===== src/rtl/exp_sigma_scheduler_pkg.sv =====
// Shared types and widths for the exp-sigma engine scheduler.
package exp_sigma_scheduler_pkg;

    localparam int unsigned SigmaW = 18;
    localparam int unsigned DataW  = 17;
    localparam int unsigned AddrW  = 6;
    localparam int unsigned CntW   = 6;

    typedef enum logic [1:0] {
        StIdle,
        StStart,
        StRun,
        StGap
    } state_e;

endpackage


===== src/rtl/exp_sigma_scheduler_if.sv =====
// Requester and engine side signals of the exp-sigma scheduler.
interface exp_sigma_scheduler_if #(
    parameter int unsigned NReq = 4,
    parameter int unsigned TagW = 2
);
    import exp_sigma_scheduler_pkg::*;

    logic [NReq-1:0]        req;
    logic [NReq*SigmaW-1:0] sigma;
    logic [NReq-1:0]        ack;
    logic                   err;
    logic                   busy;
    logic                   eng_start;
    logic [SigmaW-1:0]      eng_sigma;
    logic [DataW-1:0]       eng_data;
    logic [AddrW-1:0]       eng_addr;
    logic                   eng_valid;
    logic                   eng_done;
    logic [DataW-1:0]       data;
    logic [AddrW-1:0]       addr;
    logic [TagW-1:0]        tag;
    logic                   valid;

    modport master (
        output req, sigma, eng_data, eng_addr, eng_valid, eng_done,
        input  ack, err, busy, eng_start, eng_sigma, data, addr, tag, valid
    );

    modport slave (
        input  req, sigma, eng_data, eng_addr, eng_valid, eng_done,
        output ack, err, busy, eng_start, eng_sigma, data, addr, tag, valid
    );

endinterface


===== src/rtl/exp_sigma_scheduler_rr_arbiter.sv =====
// Round-robin pick: first set request at or above the pointer, wrapping around.
module exp_sigma_scheduler_rr_arbiter #(
    parameter int unsigned NReq = 4,
    parameter int unsigned TagW = 2
) (
    input  logic [NReq-1:0] req,
    input  logic [TagW-1:0] ptr,
    output logic [NReq-1:0] gnt,
    output logic [TagW-1:0] gnt_idx,
    output logic            gnt_any
);

    always_comb begin
        int unsigned k;
        logic [TagW-1:0] kk;
        k       = 0;
        kk      = '0;
        gnt     = '0;
        gnt_idx = '0;
        gnt_any = 1'b0;
        for (int unsigned i = 0; i < NReq; i++) begin
            k  = (32'(ptr) + i) % NReq;
            kk = TagW'(k);
            if (!gnt_any && req[kk]) begin
                gnt_any  = 1'b1;
                gnt[kk]  = 1'b1;
                gnt_idx  = kk;
            end
        end
    end

endmodule


===== src/rtl/exp_sigma_scheduler.sv =====
// Shares one exp(x*sigma) engine between requesters: round-robin grant, start pulse,
// tagged result forwarding, sample-count and timeout checking.
module exp_sigma_scheduler
    import exp_sigma_scheduler_pkg::*;
#(
    parameter int unsigned NReq    = 4,
    parameter int unsigned TagW    = 2,
    parameter int unsigned NPoints = 53,
    parameter int unsigned GapCyc  = 4,
    parameter int unsigned Timeout = 128
) (
    input logic                  clk,
    input logic                  rst,
    exp_sigma_scheduler_if.slave bus
);

    localparam int unsigned TmoW  = $clog2(Timeout + 1);
    localparam int unsigned GapW  = $clog2(GapCyc + 1);
    localparam int unsigned CntW1 = CntW + 1;

    state_e state_q, state_d;

    logic [TagW-1:0]   owner_q;
    logic [NReq-1:0]   owner_oh_q;
    logic [TagW-1:0]   ptr_q;
    logic [SigmaW-1:0] sigma_q;
    logic [CntW-1:0]   sample_q;
    logic [TmoW-1:0]   tmo_q;
    logic [GapW-1:0]   gap_q;
    logic [DataW-1:0]  data_q;
    logic [AddrW-1:0]  addr_q;
    logic [TagW-1:0]   tag_q;
    logic              valid_q;

    logic [NReq-1:0] gnt;
    logic [TagW-1:0] gnt_idx;
    logic            gnt_any;

    logic [CntW:0]   sample_sum;
    logic [CntW-1:0] sample_sat;
    logic            done_hit;
    logic            tmo_hit;
    logic            job_end;
    logic            run_valid;

    exp_sigma_scheduler_rr_arbiter #(
        .NReq (NReq),
        .TagW (TagW)
    ) u_arb (
        .req     (bus.req),
        .ptr     (ptr_q),
        .gnt     (gnt),
        .gnt_idx (gnt_idx),
        .gnt_any (gnt_any)
    );

    // Sample count including a valid arriving in the same cycle as done.
    assign sample_sum = {1'b0, sample_q} + {{CntW{1'b0}}, bus.eng_valid};
    assign sample_sat = sample_sum[CntW] ? '1 : sample_sum[CntW-1:0];
    assign done_hit   = (state_q == StRun) && bus.eng_done;
    assign tmo_hit    = (state_q == StRun) && (tmo_q == TmoW'(Timeout - 1));
    assign job_end    = done_hit || tmo_hit;
    assign run_valid  = (state_q == StRun) && bus.eng_valid;

    always_ff @(posedge clk) begin
        if (rst) begin
            state_q <= StIdle;
        end else begin
            state_q <= state_d;
        end
    end

    always_comb begin
        state_d = state_q;
        unique case (state_q)
            StIdle:  if (gnt_any) state_d = StStart;
            StStart: state_d = StRun;
            StRun:   if (job_end) state_d = StGap;
            StGap:   if (gap_q == GapW'(GapCyc - 1)) state_d = StIdle;
            default: state_d = StIdle;
        endcase
    end

    always_comb begin
        bus.eng_start = (state_q == StStart);
        bus.busy      = (state_q != StIdle);
        bus.ack       = job_end ? owner_oh_q : '0;
        // Timeout always fails; done fails only on a wrong point count.
        bus.err       = job_end && (!done_hit || (sample_sum != CntW1'(NPoints)));
    end

    always_ff @(posedge clk) begin
        if (rst) begin
            owner_q    <= '0;
            owner_oh_q <= '0;
            ptr_q      <= '0;
            sigma_q    <= '0;
            sample_q   <= '0;
            tmo_q      <= '0;
            gap_q      <= '0;
            data_q     <= '0;
            addr_q     <= '0;
            tag_q      <= '0;
            valid_q    <= 1'b0;
        end else begin
            if ((state_q == StIdle) && gnt_any) begin
                owner_q    <= gnt_idx;
                owner_oh_q <= gnt;
                sigma_q    <= bus.sigma[gnt_idx*SigmaW +: SigmaW];
            end
            if (state_q == StStart) begin
                sample_q <= '0;
                tmo_q    <= '0;
            end
            if (state_q == StRun) begin
                tmo_q <= tmo_q + TmoW'(1);
                if (bus.eng_valid) sample_q <= sample_sat;
            end
            gap_q   <= (state_q == StGap) ? gap_q + GapW'(1) : '0;
            valid_q <= run_valid;
            if (run_valid) begin
                data_q <= bus.eng_data;
                addr_q <= bus.eng_addr;
                tag_q  <= owner_q;
            end
            if (job_end) begin
                ptr_q <= (owner_q == TagW'(NReq - 1)) ? '0 : owner_q + TagW'(1);
            end
        end
    end

    assign bus.eng_sigma = sigma_q;
    assign bus.data      = data_q;
    assign bus.addr      = addr_q;
    assign bus.tag       = tag_q;
    assign bus.valid     = valid_q;

endmodule


===== src/flat_wrapper.sv =====
// flat-port wrapper written by rule: the top's interface ports become plain ports
module exp_sigma_scheduler_flat import exp_sigma_scheduler_pkg::*;
#(
    parameter int unsigned NReq    = 4,
    parameter int unsigned TagW    = 2,
    parameter int unsigned NPoints = 53,
    parameter int unsigned GapCyc  = 4,
    parameter int unsigned Timeout = 128
)
  (clk, rst, bus_req, bus_sigma, bus_eng_data, bus_eng_addr, bus_eng_valid, bus_eng_done, bus_ack, bus_err, bus_busy, bus_eng_start, bus_eng_sigma, bus_data, bus_addr, bus_tag, bus_valid);
  exp_sigma_scheduler_if #(.NReq(NReq), .TagW(TagW)) bus_i ();
  input logic clk;
  input logic rst;
  input wire logic [$bits(bus_i.req)-1:0] bus_req;
  input wire logic [$bits(bus_i.sigma)-1:0] bus_sigma;
  input wire logic [$bits(bus_i.eng_data)-1:0] bus_eng_data;
  input wire logic [$bits(bus_i.eng_addr)-1:0] bus_eng_addr;
  input wire logic [$bits(bus_i.eng_valid)-1:0] bus_eng_valid;
  input wire logic [$bits(bus_i.eng_done)-1:0] bus_eng_done;
  output wire logic [$bits(bus_i.ack)-1:0] bus_ack;
  output wire logic [$bits(bus_i.err)-1:0] bus_err;
  output wire logic [$bits(bus_i.busy)-1:0] bus_busy;
  output wire logic [$bits(bus_i.eng_start)-1:0] bus_eng_start;
  output wire logic [$bits(bus_i.eng_sigma)-1:0] bus_eng_sigma;
  output wire logic [$bits(bus_i.data)-1:0] bus_data;
  output wire logic [$bits(bus_i.addr)-1:0] bus_addr;
  output wire logic [$bits(bus_i.tag)-1:0] bus_tag;
  output wire logic [$bits(bus_i.valid)-1:0] bus_valid;
  assign bus_i.req = bus_req;
  assign bus_i.sigma = bus_sigma;
  assign bus_i.eng_data = bus_eng_data;
  assign bus_i.eng_addr = bus_eng_addr;
  assign bus_i.eng_valid = bus_eng_valid;
  assign bus_i.eng_done = bus_eng_done;
  assign bus_ack = bus_i.ack;
  assign bus_err = bus_i.err;
  assign bus_busy = bus_i.busy;
  assign bus_eng_start = bus_i.eng_start;
  assign bus_eng_sigma = bus_i.eng_sigma;
  assign bus_data = bus_i.data;
  assign bus_addr = bus_i.addr;
  assign bus_tag = bus_i.tag;
  assign bus_valid = bus_i.valid;
  exp_sigma_scheduler #(.NReq(NReq), .TagW(TagW), .NPoints(NPoints), .GapCyc(GapCyc), .Timeout(Timeout)) u_core (.clk(clk), .rst(rst), .bus(bus_i));
endmodule

===== config.mk =====
export PLATFORM = sky130hd
export DESIGN_NAME = exp_sigma_scheduler_flat
export DESIGN_NICKNAME = d
export VERILOG_FILES = /design/src/rtl/exp_sigma_scheduler_pkg.sv /design/src/rtl/exp_sigma_scheduler_if.sv /design/src/rtl/exp_sigma_scheduler_rr_arbiter.sv /design/src/rtl/exp_sigma_scheduler.sv /design/src/flat_wrapper.sv
export SDC_FILE = /design/constraint.sdc
export NUM_CORES = 1
export LEC_CHECK = 0
export BUFFER_PORTS_ARGS = -buffer_cell sky130_fd_sc_hd__buf_2
export CELL_PAD_IN_SITES_DETAIL_PLACEMENT = 0
export CELL_PAD_IN_SITES_GLOBAL_PLACEMENT = 1
export CORE_MARGIN = 10
export CORE_UTILIZATION = 35
export CTS_BUF_LIST = sky130_fd_sc_hd__clkbuf_16
export CTS_CLUSTER_DIAMETER = 40
export CTS_CLUSTER_SIZE = 8
export DETAILED_ROUTE_END_ITERATION = 6
export GPL_TIMING_DRIVEN = 0
export PLACE_DENSITY_LB_ADDON = 0.1
export SLEW_MARGIN = 25
export SYNTH_ARGS = -nofsm -noshare
export SYNTH_HDL_FRONTEND = slang
export SYNTH_SLANG_ARGS = --single-unit

===== constraint.sdc =====
create_clock -name clk -period 4 [get_ports clk]
set_input_delay 0.6 -clock clk [delete_from_list [all_inputs] [get_ports clk]]
set_output_delay 0.6 -clock clk [all_outputs]
set_load 0.02 [all_outputs]

==> results of run 1 <==
flip-flops by register name, indices dropped and copies added (netlist names):
signal and flops:
u_core.state_q 2, u_core.bus.addr 6, u_core.owner_q 2, u_core.bus.eng_sigma 18, u_core.ptr_q 2, u_core.gap_q 3, u_core.bus.data 17, u_core.bus.valid 1
u_core.tmo_q 8, u_core.sample_q 6, u_core.bus.tag 2, u_core.owner_oh_q 4
cell type report:
| cell class | count | area [um2] |
|---|---|---|
| Tap cell | 143 | 179 |
| Clock inverter | 7 | 72.6 |
| Fill cell | 1177 | 6120 |
| Multi-Input combinational cell | 367 | 2410 |
| Inverter | 14 | 52.6 |
| Clock buffer | 9 | 225 |
| Buffer | 38 | 189 |
| Timing Repair Buffer | 151 | 756 |
| Sequential cell | 71 | 1420 |
cell usage after synthesis, types with 3 or more instances:
| cell type | instances |
|---|---|
| nand4_1 | 5 |
| a221o_1 | 12 |
| a21boi_1 | 6 |
| a22oi_1 | 5 |
| mux2_1 | 10 |
| nor3_1 | 8 |
| nor4_2 | 9 |
| o31ai_1 | 7 |
| nand2b_1 | 7 |
| a21o_1 | 3 |
| a311oi_1 | 3 |
| nor2_1 | 62 |
| nand2_1 | 60 |
| buf_2 | 6 |
| nor2b_1 | 5 |
| xor2_1 | 7 |
| and3_1 | 10 |
| dfxtp_1 | 71 |
| mux4_2 | 3 |
| nor4_1 | 4 |
| mux2_2 | 10 |
| ha_1 | 15 |
| nand3_1 | 4 |
| a21oi_2 | 10 |
| buf_6 | 5 |
| inv_1 | 13 |
| a21oi_1 | 62 |
| buf_1 | 5 |
| clkbuf_1 | 21 |
| a221oi_1 | 14 |
| or3_1 | 3 |
| mux2i_1 | 6 |
cell usage in the layout (no fill, tap or decap), types with 7 or more instances in the layout:
cell type,n
mux2_2,10
nor2_1,62
ha_1,15
clkbuf_16,9
inv_1,14
a221o_1,12
dfxtp_1,71
nand2b_1,7
a21oi_1,62
nor3_1,8
xor2_1,7
o31ai_1,7
nand2_1,60
and3_1,10
a221oi_1,14
a21oi_2,10
buf_2,157
mux2_1,10
nor4_2,9
clkbuf_1,21
where the power goes:
part | total [mW] | internal [mW] | switching (mW)
Clock | 0.811 | 0.484 | 0.327
Combinational | 1.21 | 0.453 | 0.760
Sequential | 0.922 | 0.845 | 0.0773
cells by family (layout without fill, tap and decap cells):
logic type,Yosys count,in the layout,synth area share (%)
adder cells (fa/ha/maj),15,15,4.61
buffers and inverters,52,219,5.93
flip-flops,71,71,34.9
AND/OR/NAND/NOR,182,182,21.8
AO/OA/AOI/OAI,134,134,22.6
multiplexers,29,29,8.67
XOR/XNOR,7,7,1.51
metal layers:
layer  up-vias  wire length (um)  part of all wire, %
met5         -                 0                    0
met4         0               126                 0.92
met3        12              1120                  8.2
met2       120              6350                   47
met1      1923              6030                   44
li1       2081                 -                    -
metrics by stage:
stage               util (%)  setup WS [ps]  power (mW)  std cells
finish                  46.4            471        2.95        800
global route            46.4            274        3.15        800
CTS                     46.4            431        2.98        800
detailed placement      43.8            452        2.15        784
global placement        43.8            491        2.14        784
floorplan                  -            888        1.77        490
worst max-delay path, stage by stage (launching register included):
cell,delay (ps)
dfxtp_1,380
buf_2,280
inv_2,150
ha_1,320
buf_6,140
mux4_2,600
nor2b_1,170
buf_6,150
nor2_4,60
a21oi_2,290
buf_6,220
mux2_1,360
a221o_1,290
worst max-delay path by stage:
| stage | from | depth (start not counted) | slack [ps] | end |
|---|---|---|---|---|
| final | u_core.ptr_q[0]$_SDFFE_PP0N_ | 12 | 470 | u_core.bus.eng_sigma[2]$_SDFFE_PP0P_ |
| after global routing | u_core.ptr_q[0]$_SDFFE_PP0N_ | 12 | 270 | u_core.bus.eng_sigma[2]$_SDFFE_PP0P_ |
| after CTS | u_core.ptr_q[0]$_SDFFE_PP0N_ | 12 | 430 | u_core.bus.eng_sigma[2]$_SDFFE_PP0P_ |
| after detailed placement | u_core.ptr_q[0]$_SDFFE_PP0N_ | 12 | 450 | u_core.bus.eng_sigma[16]$_SDFFE_PP0P_ |
| after global placement | u_core.ptr_q[0]$_SDFFE_PP0N_ | 12 | 490 | u_core.bus.eng_sigma[16]$_SDFFE_PP0P_ |
| after floorplan | u_core.ptr_q[0]$_SDFFE_PP0N_ | 12 | 890 | u_core.bus.eng_sigma[14]$_SDFFE_PP0P_ |
==> flow_summary.yaml, run 1 <==
run_status:
  status: "complete, no violations"
synthesis:
  synth_edf_count: 0
  syn-cell-area_um2: 4070
  yosys_warnings: 0
  yosys.cell_types.count: 48
  postSynth.asyncResetShare_pct: 0
  synth_area_leader_cell: "dfxtp_1"
  netlist.area_leader.share_pct: 34.9
  syn_inst: 490
  ys_seq_elements: 71
  synth_area_leaders: "dfxtp_1 35%, a21oi_1 7.6%, nor2_1 5.7%, nand2_1 5.5%, ha_1 4.6%"
  synth_nets: 608
  synth.avg_cell_area_um2: 8.30
  synthFlopType: "dfxtp_1"
  yosysSeqAreaShare_pct: 34.9
placed_design:
  dp_hpwl_mm: 10.6
  place.gp.congestion: 0.824
  placed_cell_area_um2: 5000
  port_buffers: 151
worst_hold_path:
  hp-start: "u_core.gap_q[0]$_SDFF_PP0_"
  worstHoldEndpoint: "u_core.gap_q[0]$_SDFF_PP0_"
  hold_class: "register to register"
  worstHoldPathCells: 1
floorplan:
  start_util_pct: 35.6
  dieHeight_um: 128
  die_w_um: 128
  die_area_um2: 16300
  io_pins: 154
  rows: 39
  fp.coreArea_um2: 11400
grt:
  met1_usage_pct: 19.6
  met3_usage_pct: 5.50
  grt_pass1_vias: 4173
  grt.overflow.total: 0
  antenna_found_initial: 0
  grt_first_pass_wirelength_mm: 21.8
  grt_busiest_layer: "met2"
  grt_use_total_pct: 16.4
  grt_max_degree: 14
  use_met2_pct: 27.3
timing:
  report.final.slew_viol_count: 0
  rsz0062_at_grt: "false"
  max_freq_mhz: 283
  hold_violations: 0
  maxSlewHeadroom_pct: 42.9
  finalCritPeriodShare_pct: 88.2
  period_minus_slack_ps: 3530
  fin_skew_ps: 8.70
  hold-worst-slack_ps: 422
  tns_ps: 0
  setup_viol: 0
  tightest_slew_ps: 851
route:
  drt_iter0_drc: 239
  first_pass_iters: 6
  ant_nets: 0
  routed_wirelength_mm: 13.6
  vias: 4136
  drcViolationCount: 0
  routed_via_density: 5.17
  route.detailed.wl_per_inst_um: 17.0
clock_network:
  cts_tree: "built"
  cts_resized: 0
  clk_pin_slew_ps: 60
  clk-insertion-delay-late_ps: 330
  clk_path_buf_depth: 2
  cts_sinks: 71
  numCtsBuffers: 9
  htree_num_levels: 3
  hold_buffers: 0
  cts_setup_buffers: 0
  root_buffer: "clkbuf_16"
critical_path:
  r2r_cells: 12
  path_max_fanout: 11
  critical_path_arrival_ps: 3750
  endpoint_kind: "register"
  start_kind: "register"
  worst_r2r_endpoint: "u_core.bus.eng_sigma[2]$_SDFFE_PP0P_"
  path_class: "register to register"
  r2r_start: "u_core.ptr_q[0]$_SDFFE_PP0N_"
  cp.required_ps: 4220
  rrSetupSlack_ps: 470
power:
  p_per_area_nw_per_um2: 556
  cellLeakagePower_nw: 2.32
  ir_worst_vdd_v: 0.000230
final_layout:
  final_area_um2: 5300
  drive_gt1_share_pct: 32.4
  diodes: 0
  nets: 770
  syn_to_final_growth_pct: 30.3
job:
  drv_cap: 0
Note: power is estimated with default switching activity, not from simulation.
==> run 2: changes to the inputs <==
--- a/config.mk
+++ b/config.mk
@@ -15,7 +15,7 @@
 export CTS_CLUSTER_SIZE = 8
 export DETAILED_ROUTE_END_ITERATION = 6
 export GPL_TIMING_DRIVEN = 0
-export PLACE_DENSITY_LB_ADDON = 0.1
+export PLACE_DENSITY = 0.77
 export SLEW_MARGIN = 25
 export SYNTH_ARGS = -nofsm -noshare
 export SYNTH_HDL_FRONTEND = slang
==> flow_summary.yaml, run 2 (synthesis results as in run 1) <==
run_status:
  status: "complete, no violations"
final_layout:
  fin_cells: 801
  final_util_pct: 46.2
  final_common_cell: "buf_2"
  syn_to_final_growth_pct: 29.7
  final.fill_count: 1188
  nets: 770
  final_cell_mix: "157 x buf_2, 71 x dfxtp_1, 62 x nor2_1, 62 x a21oi_1, 60 x nand2_1"
  final_area_um2: 5280
  largest_reg_flops: 18
  drive_gt1_share_pct: 32.4
critical_path:
  endpoint_kind: "register"
  path_delay_family: "multiplexers"
  crit_path_frequent_cell: "buf_6"
  path_max_fanout: 11
  critPathSlowestCell: "mux4_2"
  critPathBufInv: 5
  cp.required_ps: 4220
  cp_cell_sequence: "buf_2 > inv_2 > ha_1 > buf_6 > mux4_2 > nor2b_1 > buf_6 > nor2_4 > a21oi_2 > buf_6 > mux2_1 > a221o_1"
  start_kind: "register"
  critical_path_arrival_ps: 3700
  path_class: "register to register"
  critPathMaxStageDelay_ps: 590
timing:
  hold-worst-slack_ps: 423
  maxSlewHeadroom_pct: 47.3
  tns_ps: 0
  max_freq_mhz: 288
  rsz0062_at_grt: "false"
  report.final.slew_viol_count: 0
  finalCritPeriodShare_pct: 86.9
  fin_skew_ps: 7.14
  period_minus_slack_ps: 3480
  setup_slack_ps: 525
  tightest_slew_ps: 785
  setup_viol: 0
  hold_violations: 0
floorplan:
  fp.coreArea_um2: 11400
  io_pins: 154
  die_area_um2: 16300
  dieHeight_um: 128
  start_util_pct: 35.6
  rows: 39
  die_w_um: 128
route:
  routed_via_density: 5.25
  first_pass_iters: 4
  drcViolationCount: 0
  drt_iter0_drc: 207
  vias: 4205
  route.detailed.wl_per_inst_um: 16.6
  ant_nets: 0
  routed_wirelength_mm: 13.3
clock_network:
  numCtsBuffers: 9
  clk_path_buf_depth: 2
  cts_sinks: 71
  htree_num_levels: 3
  root_buffer: "clkbuf_16"
  clk_pin_slew_ps: 60
  cts_resized: 0
  hold_buffers: 0
  cts_setup_buffers: 0
  clk-insertion-delay-late_ps: 330
  cts_tree: "built"
placed_design:
  port_buffers: 151
  placed_cell_area_um2: 5000
  dp.cells: 784
  dp_worst_setup_slack_ps: 541
  dp_hpwl_mm: 10.7
  place.gp.congestion: 0.868
worst_hold_path:
  hold_class: "register to register"
grt:
  grt_pass1_vias: 4302
  use_met2_pct: 26.0
  grt_busiest_layer: "met2"
  grt.overflow.total: 0
  met3_usage_pct: 8.02
  grt_max_degree: 14
  met1_usage_pct: 17.4
  grt_use_total_pct: 15.8
  grt_first_pass_wirelength_mm: 21.2
  antenna_found_initial: 1
power:
  p_per_area_nw_per_um2: 543
  cellLeakagePower_nw: 2.31
  total_power_mw: 2.87
  ir_worst_vdd_v: 0.000266
job:
  drv_cap: 0
[run 2: cell types whose count changed in the layout (fill, tap and decap cells not counted), sizes merged]
| cell | delta |
|---|---|
| bufinv | -1 |
| clkinv | +2 |
| inv | -1 |
| diode | +1 |
[run 2: routing by layer]
| metal | vias to the layer above | part of all wire, % |
|---|---|---|
| li1 | 2089 | - |
| met1 | 1930 | 41 |
| met2 | 166 | 45 |
| met3 | 18 | 12 |
| met4 | 2 | 1.6 |
| met5 | - | 0.097 |
[run 2: final timing paths]
check | startpoint | endpoint | slack (ps) | cells after the start
worst max-delay path | u_core.ptr_q[0]$_SDFFE_PP0N_ | u_core.bus.eng_sigma[5]$_SDFFE_PP0P_ | 520 | 12
worst min-delay path | u_core.gap_q[0]$_SDFF_PP0_ | u_core.gap_q[0]$_SDFF_PP0_ | 420 | 1
worst max register to register | u_core.ptr_q[0]$_SDFFE_PP0N_ | u_core.bus.eng_sigma[5]$_SDFFE_PP0P_ | 520 | 12
worst min register to register | u_core.gap_q[0]$_SDFF_PP0_ | u_core.gap_q[0]$_SDFF_PP0_ | 420 | 1
[run 2: where the power goes]
part,internal [mW],switching (mW),leakage (nW)
registers,0.845,0.0843,0.579
clock network,0.419,0.316,0.133
logic,0.453,0.750,1.59
total,1.72,1.15,2.31
[run 2: cell type report]
type                            count  area [um2]  area share [%]
Buffer                             38         189            3.58
Timing Repair Buffer              151         756            14.3
Tap cell                          143         179            3.39
Antenna cell                        1        2.50          0.0474
Inverter                           14        52.6           0.995
Clock inverter                      7        47.5           0.901
Sequential cell                    71        1420            26.9
Clock buffer                        9         225            4.27
Multi-Input combinational cell    367        2410            45.6
